File: src/rtl/rmst_to_fifo_tile_2d.sv
// rmst_to_fifo_tile_2d
//   Fetches a 2-D tile through an Avalon-style read master and streams it word
//   by word into a downstream load FIFO. The tile is cfg_row_num rows of
//   cfg_row_len words, with rows cfg_row_stride bytes apart. Bursts are issued
//   only while the downstream path has room for the whole burst (credit based).
//   Each XDW beat is split into WCNT words, lowest word first.
//
// Ports
//   clk_i, rst_ni                 clock, asynchronous active-low reset
//   cfg_*_i                       tile geometry, sampled with load_start_i
//   load_start_i                  one-cycle start request
//   load_busy_o / load_done_o     transfer in progress / one-cycle completion
//   cfg_err_o                     sticky geometry error, cleared by a good start
//   rmst_*_o / rmst_*_i           read-master command and show-ahead beat FIFO
//   out_data_o, out_push_o        registered word and write strobe to load FIFO
//   out_almost_full_i             load FIFO almost full, stalls word emission
//
// Issue FSM
//   state      | meaning
//   IDLE       | waiting for an accepted start
//   ISSUE      | issuing bursts row by row as credits and the read master allow
//   WAIT_DRAIN | all bursts issued, waiting for the last word to be pushed

module rmst_to_fifo_tile_2d #(
  parameter int unsigned CW       = 16,
  parameter int unsigned DW       = 32,
  parameter int unsigned XAW      = 32,
  parameter int unsigned XDW      = 128,
  parameter int unsigned WCNT     = XDW / DW,
  parameter int unsigned BLEN     = 8,
  parameter int unsigned FIFO_CAP = 64
) (
  input  logic            clk_i,
  input  logic            rst_ni,
  input  logic [XAW-1:0]  cfg_base_addr_i,
  input  logic [CW-1:0]   cfg_row_len_i,
  input  logic [CW-1:0]   cfg_row_num_i,
  input  logic [XAW-1:0]  cfg_row_stride_i,
  input  logic            load_start_i,
  output logic            load_busy_o,
  output logic            load_done_o,
  output logic            cfg_err_o,
  output logic            rmst_fixed_location_o,
  output logic [XAW-1:0]  rmst_read_base_o,
  output logic [CW-1:0]   rmst_read_length_o,
  output logic            rmst_go_o,
  input  logic            rmst_done_i,
  output logic            rmst_user_read_buffer_o,
  input  logic [XDW-1:0]  rmst_user_buffer_data_i,
  input  logic            rmst_user_data_available_i,
  output logic [DW-1:0]   out_data_o,
  output logic            out_push_o,
  input  logic            out_almost_full_i
);

  localparam int unsigned IW = (WCNT > 1) ? $clog2(WCNT) : 1;

  typedef enum logic [1:0] {
    IDLE       = 2'd0,
    ISSUE      = 2'd1,
    WAIT_DRAIN = 2'd2
  } state_t;

  state_t         state_q;
  logic [CW-1:0]  len_q;
  logic [CW-1:0]  rows_left_q;
  logic [CW-1:0]  total_q;
  logic [CW-1:0]  rem_q;
  logic [CW-1:0]  outstanding_q, outstanding_d;
  logic [CW-1:0]  pushed_q, pushed_d;
  logic [XAW-1:0] stride_q;
  logic [XAW-1:0] row_addr_q;
  logic [XAW-1:0] addr_q;
  logic           busy_q;
  logic           done_q;
  logic           err_q;
  logic           go_q;

  logic           valid_q;
  logic [IW-1:0]  idx_q;
  logic [XDW-1:0] beat_q;
  logic [DW-1:0]  out_data_q;
  logic           out_push_q;

  logic [CW-1:0]  burst;
  logic [CW-1:0]  burst_bytes;
  logic [CW-1:0]  rem_after;
  logic [CW:0]    credit_need;
  logic [CW-1:0]  total_d;
  logic           start_ok;
  logic           go;
  logic           last_word;
  logic           rd;
  logic           emit;

  // ---------------------------------------------------------------------------
  // Burst sizing and credit check
  // ---------------------------------------------------------------------------
  assign burst       = (rem_q > CW'(BLEN)) ? CW'(BLEN) : rem_q;
  assign burst_bytes = burst * CW'(DW / 8);
  assign rem_after   = rem_q - burst;
  assign credit_need = {1'b0, outstanding_q} + {1'b0, burst};
  assign total_d     = cfg_row_len_i * cfg_row_num_i;

  assign start_ok = (cfg_row_len_i != '0) && (cfg_row_num_i != '0) &&
                    ((cfg_row_len_i % CW'(WCNT)) == '0);

  // The read master needs a cycle to drop rmst_done after a go, so a go is
  // never issued on the cycle directly following another.
  assign go = (state_q == ISSUE) && rmst_done_i && !go_q &&
              (credit_need <= (CW+1)'(FIFO_CAP));

  // A word leaves the path on out_push; a new burst reserves its words up front.
  assign outstanding_d = outstanding_q + (go ? burst : '0) - CW'(out_push_q);
  assign pushed_d      = pushed_q + CW'(out_push_q);

  // ---------------------------------------------------------------------------
  // Issue FSM
  // ---------------------------------------------------------------------------
  always_ff @(posedge clk_i or negedge rst_ni) begin
    if (!rst_ni) begin
      state_q       <= IDLE;
      len_q         <= '0;
      rows_left_q   <= '0;
      total_q       <= '0;
      rem_q         <= '0;
      outstanding_q <= '0;
      pushed_q      <= '0;
      stride_q      <= '0;
      row_addr_q    <= '0;
      addr_q        <= '0;
      busy_q        <= 1'b0;
      done_q        <= 1'b0;
      err_q         <= 1'b0;
      go_q          <= 1'b0;
    end else begin
      go_q          <= go;
      done_q        <= 1'b0;
      outstanding_q <= outstanding_d;
      pushed_q      <= pushed_d;

      case (state_q)
        IDLE: begin
          if (load_start_i) begin
            if (start_ok) begin
              len_q       <= cfg_row_len_i;
              rows_left_q <= cfg_row_num_i - CW'(1);
              total_q     <= total_d;
              stride_q    <= cfg_row_stride_i;
              row_addr_q  <= cfg_base_addr_i;
              addr_q      <= cfg_base_addr_i;
              rem_q       <= cfg_row_len_i;
              pushed_q    <= '0;
              err_q       <= 1'b0;
              busy_q      <= 1'b1;
              state_q     <= ISSUE;
            end else begin
              err_q <= 1'b1;
            end
          end
        end

        ISSUE: begin
          if (go) begin
            if (rem_after == '0) begin
              if (rows_left_q != '0) begin
                row_addr_q  <= row_addr_q + stride_q;
                addr_q      <= row_addr_q + stride_q;
                rem_q       <= len_q;
                rows_left_q <= rows_left_q - CW'(1);
              end else begin
                rem_q   <= '0;
                state_q <= WAIT_DRAIN;
              end
            end else begin
              addr_q <= addr_q + XAW'(burst_bytes);
              rem_q  <= rem_after;
            end
          end
        end

        WAIT_DRAIN: begin
          // Count the push happening this cycle so done follows the last push
          // by exactly one cycle.
          if (pushed_d == total_q) begin
            done_q  <= 1'b1;
            busy_q  <= 1'b0;
            state_q <= IDLE;
          end
        end

        default: state_q <= IDLE;
      endcase
    end
  end

  // ---------------------------------------------------------------------------
  // Beat unpack
  // ---------------------------------------------------------------------------
  assign last_word = (idx_q == IW'(WCNT - 1));
  assign emit      = valid_q && !out_almost_full_i;
  // Gated by reset so the pop strobe is quiet while the block is held in reset.
  assign rd        = rst_ni && rmst_user_data_available_i &&
                     (!valid_q || (last_word && !out_almost_full_i));

  always_ff @(posedge clk_i or negedge rst_ni) begin
    if (!rst_ni) begin
      valid_q    <= 1'b0;
      idx_q      <= '0;
      beat_q     <= '0;
      out_data_q <= '0;
      out_push_q <= 1'b0;
    end else begin
      out_push_q <= emit;
      if (emit) begin
        out_data_q <= beat_q[int'(idx_q) * DW +: DW];
      end

      if (rd) begin
        beat_q  <= rmst_user_buffer_data_i;
        valid_q <= 1'b1;
        idx_q   <= '0;
      end else if (emit) begin
        if (last_word) begin
          valid_q <= 1'b0;
          idx_q   <= '0;
        end else begin
          idx_q <= idx_q + IW'(1);
        end
      end
    end
  end

  // ---------------------------------------------------------------------------
  // Outputs
  // ---------------------------------------------------------------------------
  assign load_busy_o             = busy_q;
  assign load_done_o             = done_q;
  assign cfg_err_o               = err_q;
  assign rmst_fixed_location_o   = 1'b0;
  assign rmst_read_base_o        = addr_q;
  assign rmst_read_length_o      = burst_bytes;
  assign rmst_go_o               = go;
  assign rmst_user_read_buffer_o = rd;
  assign out_data_o              = out_data_q;
  assign out_push_o              = out_push_q;

endmodule
File: config.mk
export PLATFORM = sky130hd
export DESIGN_NAME = rmst_to_fifo_tile_2d
export DESIGN_NICKNAME = d
export VERILOG_FILES = /design/src/rtl/rmst_to_fifo_tile_2d.sv
export SDC_FILE = /design/constraint.sdc
export NUM_CORES = 1
export LEC_CHECK = 0
export BUFFER_PORTS_ARGS = -buffer_cell sky130_fd_sc_hd__buf_4
export CAP_MARGIN = 20
export CORE_MARGIN = 10
export CORE_UTILIZATION = 55
export CTS_CLUSTER_SIZE = 14
export DETAILED_ROUTE_END_ITERATION = 10
export PLACE_DENSITY = 0.8
export SLEW_MARGIN = 20
export SYNTH_ARGS = -nofsm -noshare
export SYNTH_HDL_FRONTEND = slang
export SYNTH_SLANG_ARGS = --single-unit
File: constraint.sdc
create_clock -name clk_i -period 8.2 [get_ports clk_i]
set_input_delay 1.23 -clock clk_i [delete_from_list [all_inputs] [get_ports clk_i]]
set_output_delay 1.23 -clock clk_i [all_outputs]
set_load 0.01 [all_outputs]
# [Word level (Yosys, flattened, before mapping)]
# Index checks and enable logic that the tools add are counted.
[word_totals] output_inout_bits=87 elab_cells=122 n_memories=0 ram_bits=0 register_bits=362 latchBits=0 in_bits=230 mem_bits_ro=0
[classes] n_lt_le_gt_ge=2 n_mul=1 addsub=10 div_mod_pow=0 n_bitwise=0 n_shift=1 eq_ne=12 n_mux=46 reduce_logical=31
[op_table] cell="$mux W16" count=15
[op_table] cell="$mux W32" count=7
[op_table] cell="$pmux W32 S2" count=2
[op_table] cell="$shiftx A128 B8 Y32" count=1
[op_table] cell="$pmux W16 S2" count=2
[op_table] cell="$reduce_bool A16 Y1" count=3
[op_table] cell="$add A32 B16 Y32" count=1
[op_table] cell="$add A32 B32 Y32" count=1
[op_table] cell="$logic_not A16 Y1" count=2
[op_table] cell="$sub A16 B1 Y16 const B" count=2
[op_table] cell="$mux W2" count=9
[op_table] cell="$add A16 B16 Y17" count=1
[op_table] cell="$le A17 B7 Y1 const B" count=1
[op_table] cell="$add A16 B1 Y16" count=1
[op_table] cell="$add A16 B16 Y16" count=1
[op_table] cell="$eq A16 B16 Y1" count=1
[op_table] cell="$gt A16 B4 Y1 const B" count=1
[op_table] cell="$mul A16 B16 Y16" count=1
[op_table] cell="$sub A16 B1 Y16" count=1
[op_table] cell="$sub A16 B16 Y16" count=1
[op_table] cell="$reduce_and A6 Y1" count=2
[op_table] cell="$ne A2 B2 Y1 const B" count=5
[op_table] cell="$logic_and A1 B1 Y1" count=9
[op_table] cell="$mux W1" count=9
[op_table] cell="other kinds (15)" count=24

# [Logic depth before layout (Yosys ltp)]
# Gate-level depths: netlist (run 1).
[logic_depth] ltp_word=8 ltp_mapped=31 ltp_nobuf=29

# [Worst setup path after synthesis (run 1)]
# Ideal clock, no wire load.
[synth_timing] kind="register -> register" startpoint="register rem_q[5]" endpoint="register outstanding_q[14]" synth_period_minus_slack_ns=6.963 setup_time_ns=0.080 required_time_ns=8.120 n_path_buf=2 t_arrival_ns=6.883 stages_incl_launch_ff=31 slack_ns=1.237 cell_sequence="dfrtp_1 > or4_1 > buf_2 > or2_2 > a21oi_1 > nand2_1 > inv_1 > ha_1 > a211oi_1 > o21ai_0 > o311ai_1 > o2111ai_1 > a211oi_1 > nand4_1 > nor2_1 > clkbuf_1 > nand2_1 > ha_1 > inv_1 > ha_1 > fa_1 > a21o_1 > a21oi_1 > o21ai_0 > a21oi_1 > o21bai_1 > a41oi_1 > a21oi_1 > a21o_1 > a21oi_1 > xnor2_1"
[synth_via] elab_chain_len=8
[synth_rtl] element="start: declaration" line_no="68" source="logic [CW-1:0] rem_q;"
[synth_rtl] element="start signal: assignment" line_no="152" source="rem_q <= cfg_row_len_i;"
[synth_rtl] element="start signal: assignment" line_no="169" source="rem_q <= len_q;"
[synth_rtl] element="start signal: assignment" line_no="177" source="rem_q <= rem_after;"
[synth_rtl] element="$gt A16 B4 Y1" line_no="99" source="assign burst = (rem_q > CW'(BLEN)) ? CW'(BLEN) : rem_q;"
[synth_rtl] element="$mux W16" line_no="99"
[synth_rtl] element="named net rmst_read_length_o[3]" line_no="45" source="output logic [CW-1:0] rmst_read_length_o,"
[synth_rtl] element="$add A16 B16 Y17" line_no="102" source="assign credit_need = {1'b0, outstanding_q} + {1'b0, burst};"
[synth_rtl] element="$le A17 B7 Y1" line_no="111" source="(credit_need <= (CW+1)'(FIFO_CAP));"
[synth_rtl] element="$logic_and A1 B1 Y1" line_no="110" source="assign go = (state_q == ISSUE) && rmst_done_i && !go_q &&"
[synth_rtl] element="named net rmst_go_o" line_no="46" source="output logic rmst_go_o,"
[synth_rtl] element="$mux W16" line_no="114" source="assign outstanding_d = outstanding_q + (go ? burst : '0) - CW'(out_push_q);"
[synth_rtl] element="$add A16 B16 Y16" line_no="114"
[synth_rtl] element="$sub A16 B1 Y16" line_no="114"
[synth_rtl] element="named net outstanding_d[14]" line_no="69" source="logic [CW-1:0] outstanding_q, outstanding_d;"
[synth_rtl] element="end signal: assignment" line_no="139" source="outstanding_q <= outstanding_d;"
[synth_rtl] element="end: declaration" line_no="69"
# The timed path passes the listed nets, and every way through them passes these cells.
# A chain may end at the register's enable or synchronous reset.

# [Worst setup path in the final report (run 1)]
[layout_timing] startpoint="register rem_q[5]" endpoint="register outstanding_q[14]"
[layout_via] elab_chain_len=8
[layout_rtl] element="$gt A16 B4 Y1" line_no="99"
[layout_rtl] element="$mux W16 *" line_no="99"
[layout_rtl] element="$add A16 B16 Y17" line_no="102"
[layout_rtl] element="$le A17 B7 Y1" line_no="111"
[layout_rtl] element="$logic_and A1 B1 Y1" line_no="110"
[layout_rtl] element="$mux W16 *" line_no="114"
[layout_rtl] element="$add A16 B16 Y16 *" line_no="114"
[layout_rtl] element="$sub A16 B1 Y16 *" line_no="114"
[layout_rtl] element="named net outstanding_d[14]" line_no="69"
# The timed path passes the listed nets; every way through them passes the cells marked *.

==> parameters.txt, run 1 <==
Parameter                              Value

STA
  Fraction of the cycle the final worst path needs    90.4%
  Hold violation count in the final report    0
  Final-layout setup total negative slack    0 ns
  Minimum clock period    7.42 ns
  Final clock skew    about 0.013 ns
  Worst-Margin Slew    1.10 ns
  Unrepaired setup endpoints after global routing    false
  Normalized max-slew margin    26.6%
  Count of endpoints failing setup in the final report    0
  Hold Slack    0.474 ns
  Final number of max-transition violations    0
  Fmax achieved    135 MHz

Synth
  Yosys top cell area share    36.2%
  Cell Area, Synth    25000 sq um
  Number of warnings reported in the yosys synthesis log    0
  Synth async-reset ratio    100%
  Post-synth top area cell    sky130_fd_sc_hd__dfrtp_1
  Library cells used by synthesis    between 80 and 90
  Area contributors post-synth    sky130_fd_sc_hd__dfrtp_1, sky130_fd_sc_hd__nand2_1, sky130_fd_sc_hd__ha_1, sky130_fd_sc_hd__fa_1, sky130_fd_sc_hd__mux2_2
  Seq/Total Area, Yosys    36.2%
  Number of instances in the synthesized netlist    2720
  Average instance area after synthesis    9.20 sq um
  Synthesis-stage register bit count    about 360
  Number of synthesized flops with an enable pin    0
  Most common flop cell mapped by yosys    sky130_fd_sc_hd__dfrtp_1

Final layout
  Number of filler cells placed in the layout    3703
  Area of all placed cells without fillers    29200 sq um
  Net count, final    3436
  Ratio of cells with drive above 1 in the final layout    19.4%
  Area delta synth->final    16.7%

Power and ir drop
  Power per cell area    roughly 280 nW/um^2
  Peak supply drop    between 0.2 and 0.25 mV
  Overall power after layout    just over 8 mW
  Reported leakage power    14.4 nW

Route
  Total via count in the routed design    21048
  Total Wirelength    73100 um
  DR vias/cell    ~5.8
  Number of design rule violations left after detail routing    0
  Violation count after the first detailed-route iteration    1508
  Wirelength per Cell    20.2 um
  ANT nets after route    0
  First drt pass iteration count    5

GRT
  Global-route total usage across every layer    26.8%
  Maximum number of pins on one net before global-route repair    ~180
  Residual overflow from global routing    0
  Number of global-route vias before repair    between 20000 and 25000
  First-pass GRT wire length    117000 um
  Antenna violations before repair    3

Run status
  Run status    completed

Floorplanning
  Row count    78
  Top-level port count    between 300 and 400
  Initial core utilization    between 50% and 60%
  Area of the core region    between 40000 and 50000 sq um
  Die Width    ~230 um
  Die span in y    ~230 um
  Total die area    about 54000 sq um

CTS
  Clock insertion delay at the later pin of the skew report    0.57 ns
  Clock tree from TritonCTS    built
  CTS HTree Levels    2
  Largest buffer count on any clock path    3
  Total setup buffers inserted after CTS    0
  TritonCTS Buffers    42
  # resized after CTS    0
  CTS root buf    sky130_fd_sc_hd__clkbuf_16
  Number of hold buffers added after cts    0
  Clock transition at the registers of the reported paths    0.06 ns
  CTS sink cnt    roughly 360

Place
  Post-detailed-placement half-perimeter wirelength    52700 um
  Placement-stage cell area    27700 sq um
  Total of buffers placed on input and output ports    303
  Routability congestion estimate from global placement    0.920

Run
  Number of max-capacitance violations reported    0

Critical path
  Critical path peak fanout    10
  Kind of capture point of the worst setup path    flop
  Cell type of the slowest stage on the worst timing path    sky130_fd_sc_hd__or4_1
  Startpoint Class    flop
  Arrival time reported for the critical path endpoint    ~8 ns
  Worst endpoint required time    a little under 9 ns
  Biggest cell delay along the critical path    around 0.71 ns
  Crit path top cell by count    sky130_fd_sc_hd__a21oi_1
  Start-to-end type of the worst setup path    reg2reg

Min path
  Hold Path Class    reg2reg
==> cells in the final DEF, fill, tap and decap left out, types with 7 or more instances in the layout <==
cell	synthesis	routed
sky130_fd_sc_hd__o21ai_0	125	125
sky130_fd_sc_hd__nand4_1	14	14
sky130_fd_sc_hd__inv_1	184	184
sky130_fd_sc_hd__nand3_1	46	46
sky130_fd_sc_hd__and3_1	11	11
sky130_fd_sc_hd__a221oi_1	10	10
sky130_fd_sc_hd__clkbuf_16	0	43
sky130_fd_sc_hd__or3_1	8	8
sky130_fd_sc_hd__mux4_2	32	32
sky130_fd_sc_hd__clkbuf_8	0	10
sky130_fd_sc_hd__ha_1	145	145
sky130_fd_sc_hd__clkinv_2	0	11
sky130_fd_sc_hd__o31ai_1	9	9
sky130_fd_sc_hd__fa_1	84	84
sky130_fd_sc_hd__dfrtp_1	362	361
sky130_fd_sc_hd__buf_4	17	317
sky130_fd_sc_hd__o21bai_1	7	7
sky130_fd_sc_hd__a21oi_1	132	131
sky130_fd_sc_hd__mux2i_1	13	13
sky130_fd_sc_hd__xnor2_1	78	78
sky130_fd_sc_hd__nor2b_1	16	14
sky130_fd_sc_hd__nor2_1	160	159
sky130_fd_sc_hd__o21a_1	18	18
sky130_fd_sc_hd__o211ai_1	19	19
sky130_fd_sc_hd__conb_1	2	47
sky130_fd_sc_hd__a21o_1	37	37
sky130_fd_sc_hd__and2_1	87	86
sky130_fd_sc_hd__a31oi_1	29	29
sky130_fd_sc_hd__mux2_2	133	133
sky130_fd_sc_hd__xor2_1	57	57
sky130_fd_sc_hd__nand2b_1	12	11
sky130_fd_sc_hd__a211oi_1	29	29
sky130_fd_sc_hd__nor4_1	18	18
sky130_fd_sc_hd__nand2_1	523	522
sky130_fd_sc_hd__nor3_1	45	45
==> worst max-delay path: cells and delay by family, from the launching register on <==
family | cells | cell delay [ns]
XOR/XNOR | 1 | 0.13
AND/OR/NAND/NOR | 6 | 1.88
adder cells (fa/ha/maj) | 4 | 1.15
AO/OA/AOI/OAI | 15 | 3.47
flip-flops | 1 | 0.43
buffers and inverters | 2 | 0.25
==> routing by layer <==
layer	track usage, %	part of all wire (%)	up-vias
met4	11.3	3.8	2
li1	-	-	9777
met2	43.7	48	810
met1	31.9	39	10291
met3	9.09	10	168
met5	0	0.015	-
==> Yosys cell counts, types with 32 or more instances <==
| cell type | count |
|---|---|
| sky130_fd_sc_hd__nand2_1 | 523 |
| sky130_fd_sc_hd__a21oi_1 | 132 |
| sky130_fd_sc_hd__xnor2_1 | 78 |
| sky130_fd_sc_hd__nor2_1 | 160 |
| sky130_fd_sc_hd__dfrtp_1 | 362 |
| sky130_fd_sc_hd__fa_1 | 84 |
| sky130_fd_sc_hd__nand3_1 | 46 |
| sky130_fd_sc_hd__nor3_1 | 45 |
| sky130_fd_sc_hd__mux4_2 | 32 |
| sky130_fd_sc_hd__o21ai_0 | 125 |
| sky130_fd_sc_hd__and2_1 | 87 |
| sky130_fd_sc_hd__clkbuf_1 | 101 |
| sky130_fd_sc_hd__a21o_1 | 37 |
| sky130_fd_sc_hd__xor2_1 | 57 |
| sky130_fd_sc_hd__ha_1 | 145 |
| sky130_fd_sc_hd__inv_1 | 184 |
| sky130_fd_sc_hd__mux2_2 | 133 |
==> final timing paths <==
path	endpoint	slack [ns]	startpoint	cells after the start
max in group asynchronous	beat_q[9]	4.99	rst_ni	3
worst min register to register	len_q[15]	0.47	len_q[15]	2
worst max-delay path	outstanding_q[14]	0.78	rem_q[5]	28
worst max register to register	outstanding_q[14]	0.78	rem_q[5]	28
worst min-delay path	len_q[15]	0.47	len_q[15]	2
min in group asynchronous	total_q[15]	0.68	rst_ni	1
==> cells by family (layout without fill, tap and decap cells) <==
| group | count (synthesis) | after routing | share of synthesized area, % |
|---|---|---|---|
| and+or+nand+nor | 976 | 976 | 17.4 |
| AOI/OAI and AO/OA | 500 | 500 | 12.8 |
| adders and majority gates | 229 | 229 | 14.0 |
| muxes | 179 | 179 | 9.43 |
| buffers and inverters | 337 | 581 | 5.44 |
| other | 2 | 50 | 0.0300 |
| DFF | 362 | 362 | 36.2 |
| xor gates and xnor gates | 135 | 135 | 4.73 |
==> final cells by class <==
class / count / area (sq um) / share of cell area (%)
clock buffers: 56 / 1220 / 4.19
multi-input cells: 2066 / 14800 / 50.7
diodes: 3 / 7.51 / 0.0257
clock inverters: 20 / 218 / 0.746
flip-flops and latches: 362 / 9060 / 31.0
well taps: 600 / 751 / 2.57
inverters: 185 / 696 / 2.38
repair buffers: 320 / 2430 / 8.31
==> state kept, by name (all words and copies together), names as in the netlist <==
register,cells
go_q,1
pushed_q,16
out_data_o,32
len_q,16
rem_q,16
outstanding_q,16
rmst_read_base_o,32
valid_q,1
total_q,16
load_busy_o,1
load_done_o,1
idx_q,2
rows_left_q,16
out_push_o,1
row_addr_q,32
stride_q,32
cfg_err_o,1
beat_q,128
state_q,2
==> report_power, final <==
group | total (mW) | switching [mW] | internal, mW
Clock | 1.96 | 0.781 | 1.18
Sequential | 2.57 | 0.293 | 2.28
Combinational | 3.57 | 1.83 | 1.74
==> metrics by stage <==
stage	setup WS [ns]	std cells	util, %
2_1_floorplan	1.24	2765	-
3_3_place_gp	0.779	3533	61.4
3_5_place_dp	0.651	3533	61.4
4_1_cts	0.549	3609	64.6
5_1_grt	0.0478	3609	64.6
6_report	0.785	3612	64.6
(Power assumes the default switching activity.)
==> run 2, diff against run 1 <==
--- a/config.mk
+++ b/config.mk
@@ -8,10 +8,10 @@
 export BUFFER_PORTS_ARGS = -buffer_cell sky130_fd_sc_hd__buf_4
 export CAP_MARGIN = 20
 export CORE_MARGIN = 10
-export CORE_UTILIZATION = 55
+export CORE_UTILIZATION = 54
 export CTS_CLUSTER_SIZE = 14
 export DETAILED_ROUTE_END_ITERATION = 10
-export PLACE_DENSITY = 0.8
+export PLACE_DENSITY = 0.82
 export SLEW_MARGIN = 20
 export SYNTH_ARGS = -nofsm -noshare
 export SYNTH_HDL_FRONTEND = slang
==> constraint.sdc (replaced) <==
create_clock -name clk_i -period 6.35 [get_ports clk_i]
set_input_delay 0.3175 -clock clk_i [delete_from_list [all_inputs] [get_ports clk_i]]
set_output_delay 0.3175 -clock clk_i [all_outputs]
set_load 0.01 [all_outputs]
==> run 2 against run 1 <==
Net effect: combinational power up 42%; maximum frequency is 21% higher; die area rose by 1.7%; non-clock buffer count increased by 204; clock-buffer cell count fell by 6; final cell count up 5.9%; core utilization rose by 4.3 points; clock skew increased by 0.023 ns; critical endpoint unchanged; largest cell class unchanged.
==> parameters.txt, run 2 (same netlist as run 1, synthesis figures left out) <==
Parameter                              Value

GRT
  Global-route total usage across every layer    31.2%
  Antenna violations before repair    9
  Maximum number of pins on one net before global-route repair    98
  Residual overflow from global routing    0
  First-pass GRT wire length    between 100000 and 150000 um
  Number of global-route vias before repair    23975

Critical path
  Crit path buffers/inverters    1
  Biggest cell delay along the critical path    0.57 ns
  Arrival time reported for the critical path endpoint    about 6.6 ns
  Cell depth of the worst flop-to-flop path    26
  CP Launch Point    rem_q[5]
  Critical path peak fanout    5
  Crit Reg-Reg Startpoint    rem_q[5]
  Kind of cell with the highest combined delay on the critical path    compound AO/OA/AOI/OAI gates
  Start-to-end type of the worst setup path    reg2reg
  Worst endpoint required time    6.85 ns
  Number of logic stages on the critical path including buffering    26
  Cell type of the slowest stage on the worst timing path    sky130_fd_sc_hd__or4_1
  Startpoint Class    flop
  Kind of capture point of the worst setup path    flop

Floorplanning
  Die span in y    235 um
  Total die area    55300 sq um
  Area of the core region    45600 sq um
  Initial core utilization    between 50% and 60%
  Die Width    235 um
  Top-level port count    317
  Row count    78

Route
  Wirelength per Cell    23.4 um
  Number of design rule violations left after detail routing    0
  First drt pass iteration count    7
  Total via count in the routed design    23361
  ANT nets after route    0
  Violation count after the first detailed-route iteration    2979
  DR vias/cell    between 6 and 7
  Total Wirelength    89400 um

Final layout
  Leading cell type in the layout, fill and taps excluded    sky130_fd_sc_hd__nand2_1
  Register with the most flip-flops    beat_q
  Most frequent cells in the layout    sky130_fd_sc_hd__nand2_1, sky130_fd_sc_hd__dfrtp_1, sky130_fd_sc_hd__buf_4
  Net count, final    3640
  Core Util, Final    69.0%
  Fin cells    3824
  Ratio of cells with drive above 1 in the final layout    19.9%
  Number of flip-flops in the largest register    between 100 and 150
  Area delta synth->final    25.6%

CTS
  Largest buffer count on any clock path    3
  CTS root buf    sky130_fd_sc_hd__clkbuf_16
  Clock transition at the registers of the reported paths    0.07 ns
  Clock insertion delay at the later pin of the skew report    ~0.60 ns
  Clock tree from TritonCTS    built
  CTS HTree Levels    2
  CTS sink cnt    362
  TritonCTS Buffers    42

STA
  Count of endpoints failing setup in the final report    0
  Worst-Margin Slew    1.21 ns
  Fraction of the cycle the final worst path needs    a little over nine tenths
  Final clock skew    0.0363 ns
  Final worst slack    roughly 0.23 ns
  Hold violation count in the final report    0
  Normalized max-slew margin    a little under a fifth
  Hold Slack    approximately 0.018 ns
  Fmax achieved    between 150 and 200 MHz
  Final number of max-transition violations    0
  Minimum clock period    6.12 ns

Power and ir drop
  Cell internal pwr    6.99 mW
  Peak supply drop    0.334 mV
  Reported net switching power    4.37 mW
  Part of the total power dissipated in the clock network    between 20% and 30%
  Power per cell area    362 nW/um^2
  Switch share    about two fifths
  Reported leakage power    15.3 nW
  Relative contribution of sequential cells to total power    30.5%
  Logic gate share of total power    between 40% and 50%

Min path
  Hold Path Class    in2reg
  Hold path depth    2
  Hold path startpoint    rmst_user_buffer_data_i[88]

Run
  Number of max-capacitance violations reported    0

Place
  Placed cell count    ~3600
  Routability congestion estimate from global placement    just over 0.9
  Post-detailed-placement half-perimeter wirelength    56100 um
  Placement-stage worst setup slack    -0.0956 ns
  Total of buffers placed on input and output ports    303

Run status
  Run status    completed
==> run 2: per-stage QoR <==
stage | total power, mW | instance area, sq um | TNS, ns
detailed placement | 7.94 | 28000 | -0.0956
global route | 12.0 | 31400 | -0.0928
floorplan | 6.68 | 25200 | 0
finish | 11.4 | 31400 | 0
CTS | 10.9 | 31300 | 0
global placement | 7.73 | 28000 | -0.0130
==> run 2: repair_timing <==
action                     4_1_cts  5_1_grt
setup endpoints to repair        1        5
pin swaps                        3       13
hold endpoints to repair       227        0
hold buffers                   166        0
resized for setup                4       19
buffers inserted                 1        2
==> run 2: cell type report <==
type                            instances  area, sq um
Fill cell                            3171        14200
Antenna cell                            9         22.5
Inverter                              185          694
Multi-Input combinational cell       2066        14900
Timing Repair Buffer                  524         4390
Tap cell                              600          751
Clock buffer                           50         1120
Sequential cell                       362         9060
Clock inverter                         28          459
==> run 2: power groups by stage <==
stage | clock, mW | sequential, mW | combinational (mW)
detailed placement | 0 | 3.34 | 4.60
global route | 2.92 | 3.49 | 5.54
CTS | 2.78 | 3.34 | 4.79
floorplan | 0 | 3.25 | 3.43
global placement | 0 | 3.29 | 4.45
finish | 2.82 | 3.47 | 5.07
==> run 2: metal layers <==
metal | GRT usage (%) | up-vias | share of wire, % | routed length, um
met5 | 0 | - | 0.027 | 24
met4 | 16.6 | 4 | 6.2 | 5590
met3 | 9.23 | 416 | 11 | 9520
met2 | 51.4 | 1523 | 47 | 42100
met1 | 36.1 | 11240 | 36 | 32200
li1 | - | 10178 | - | -
==> run 2: path summary, 6_finish.rpt <==
path	end	slack (ns)
worst max-delay path	outstanding_q[14]	0.23
worst min-delay path	beat_q[88]	0.02
worst max register to register	outstanding_q[14]	0.23
worst min register to register	row_addr_q[8]	0.48
max in group asynchronous	rmst_read_base_o[8]	3.72
min in group asynchronous	rows_left_q[5]	0.26
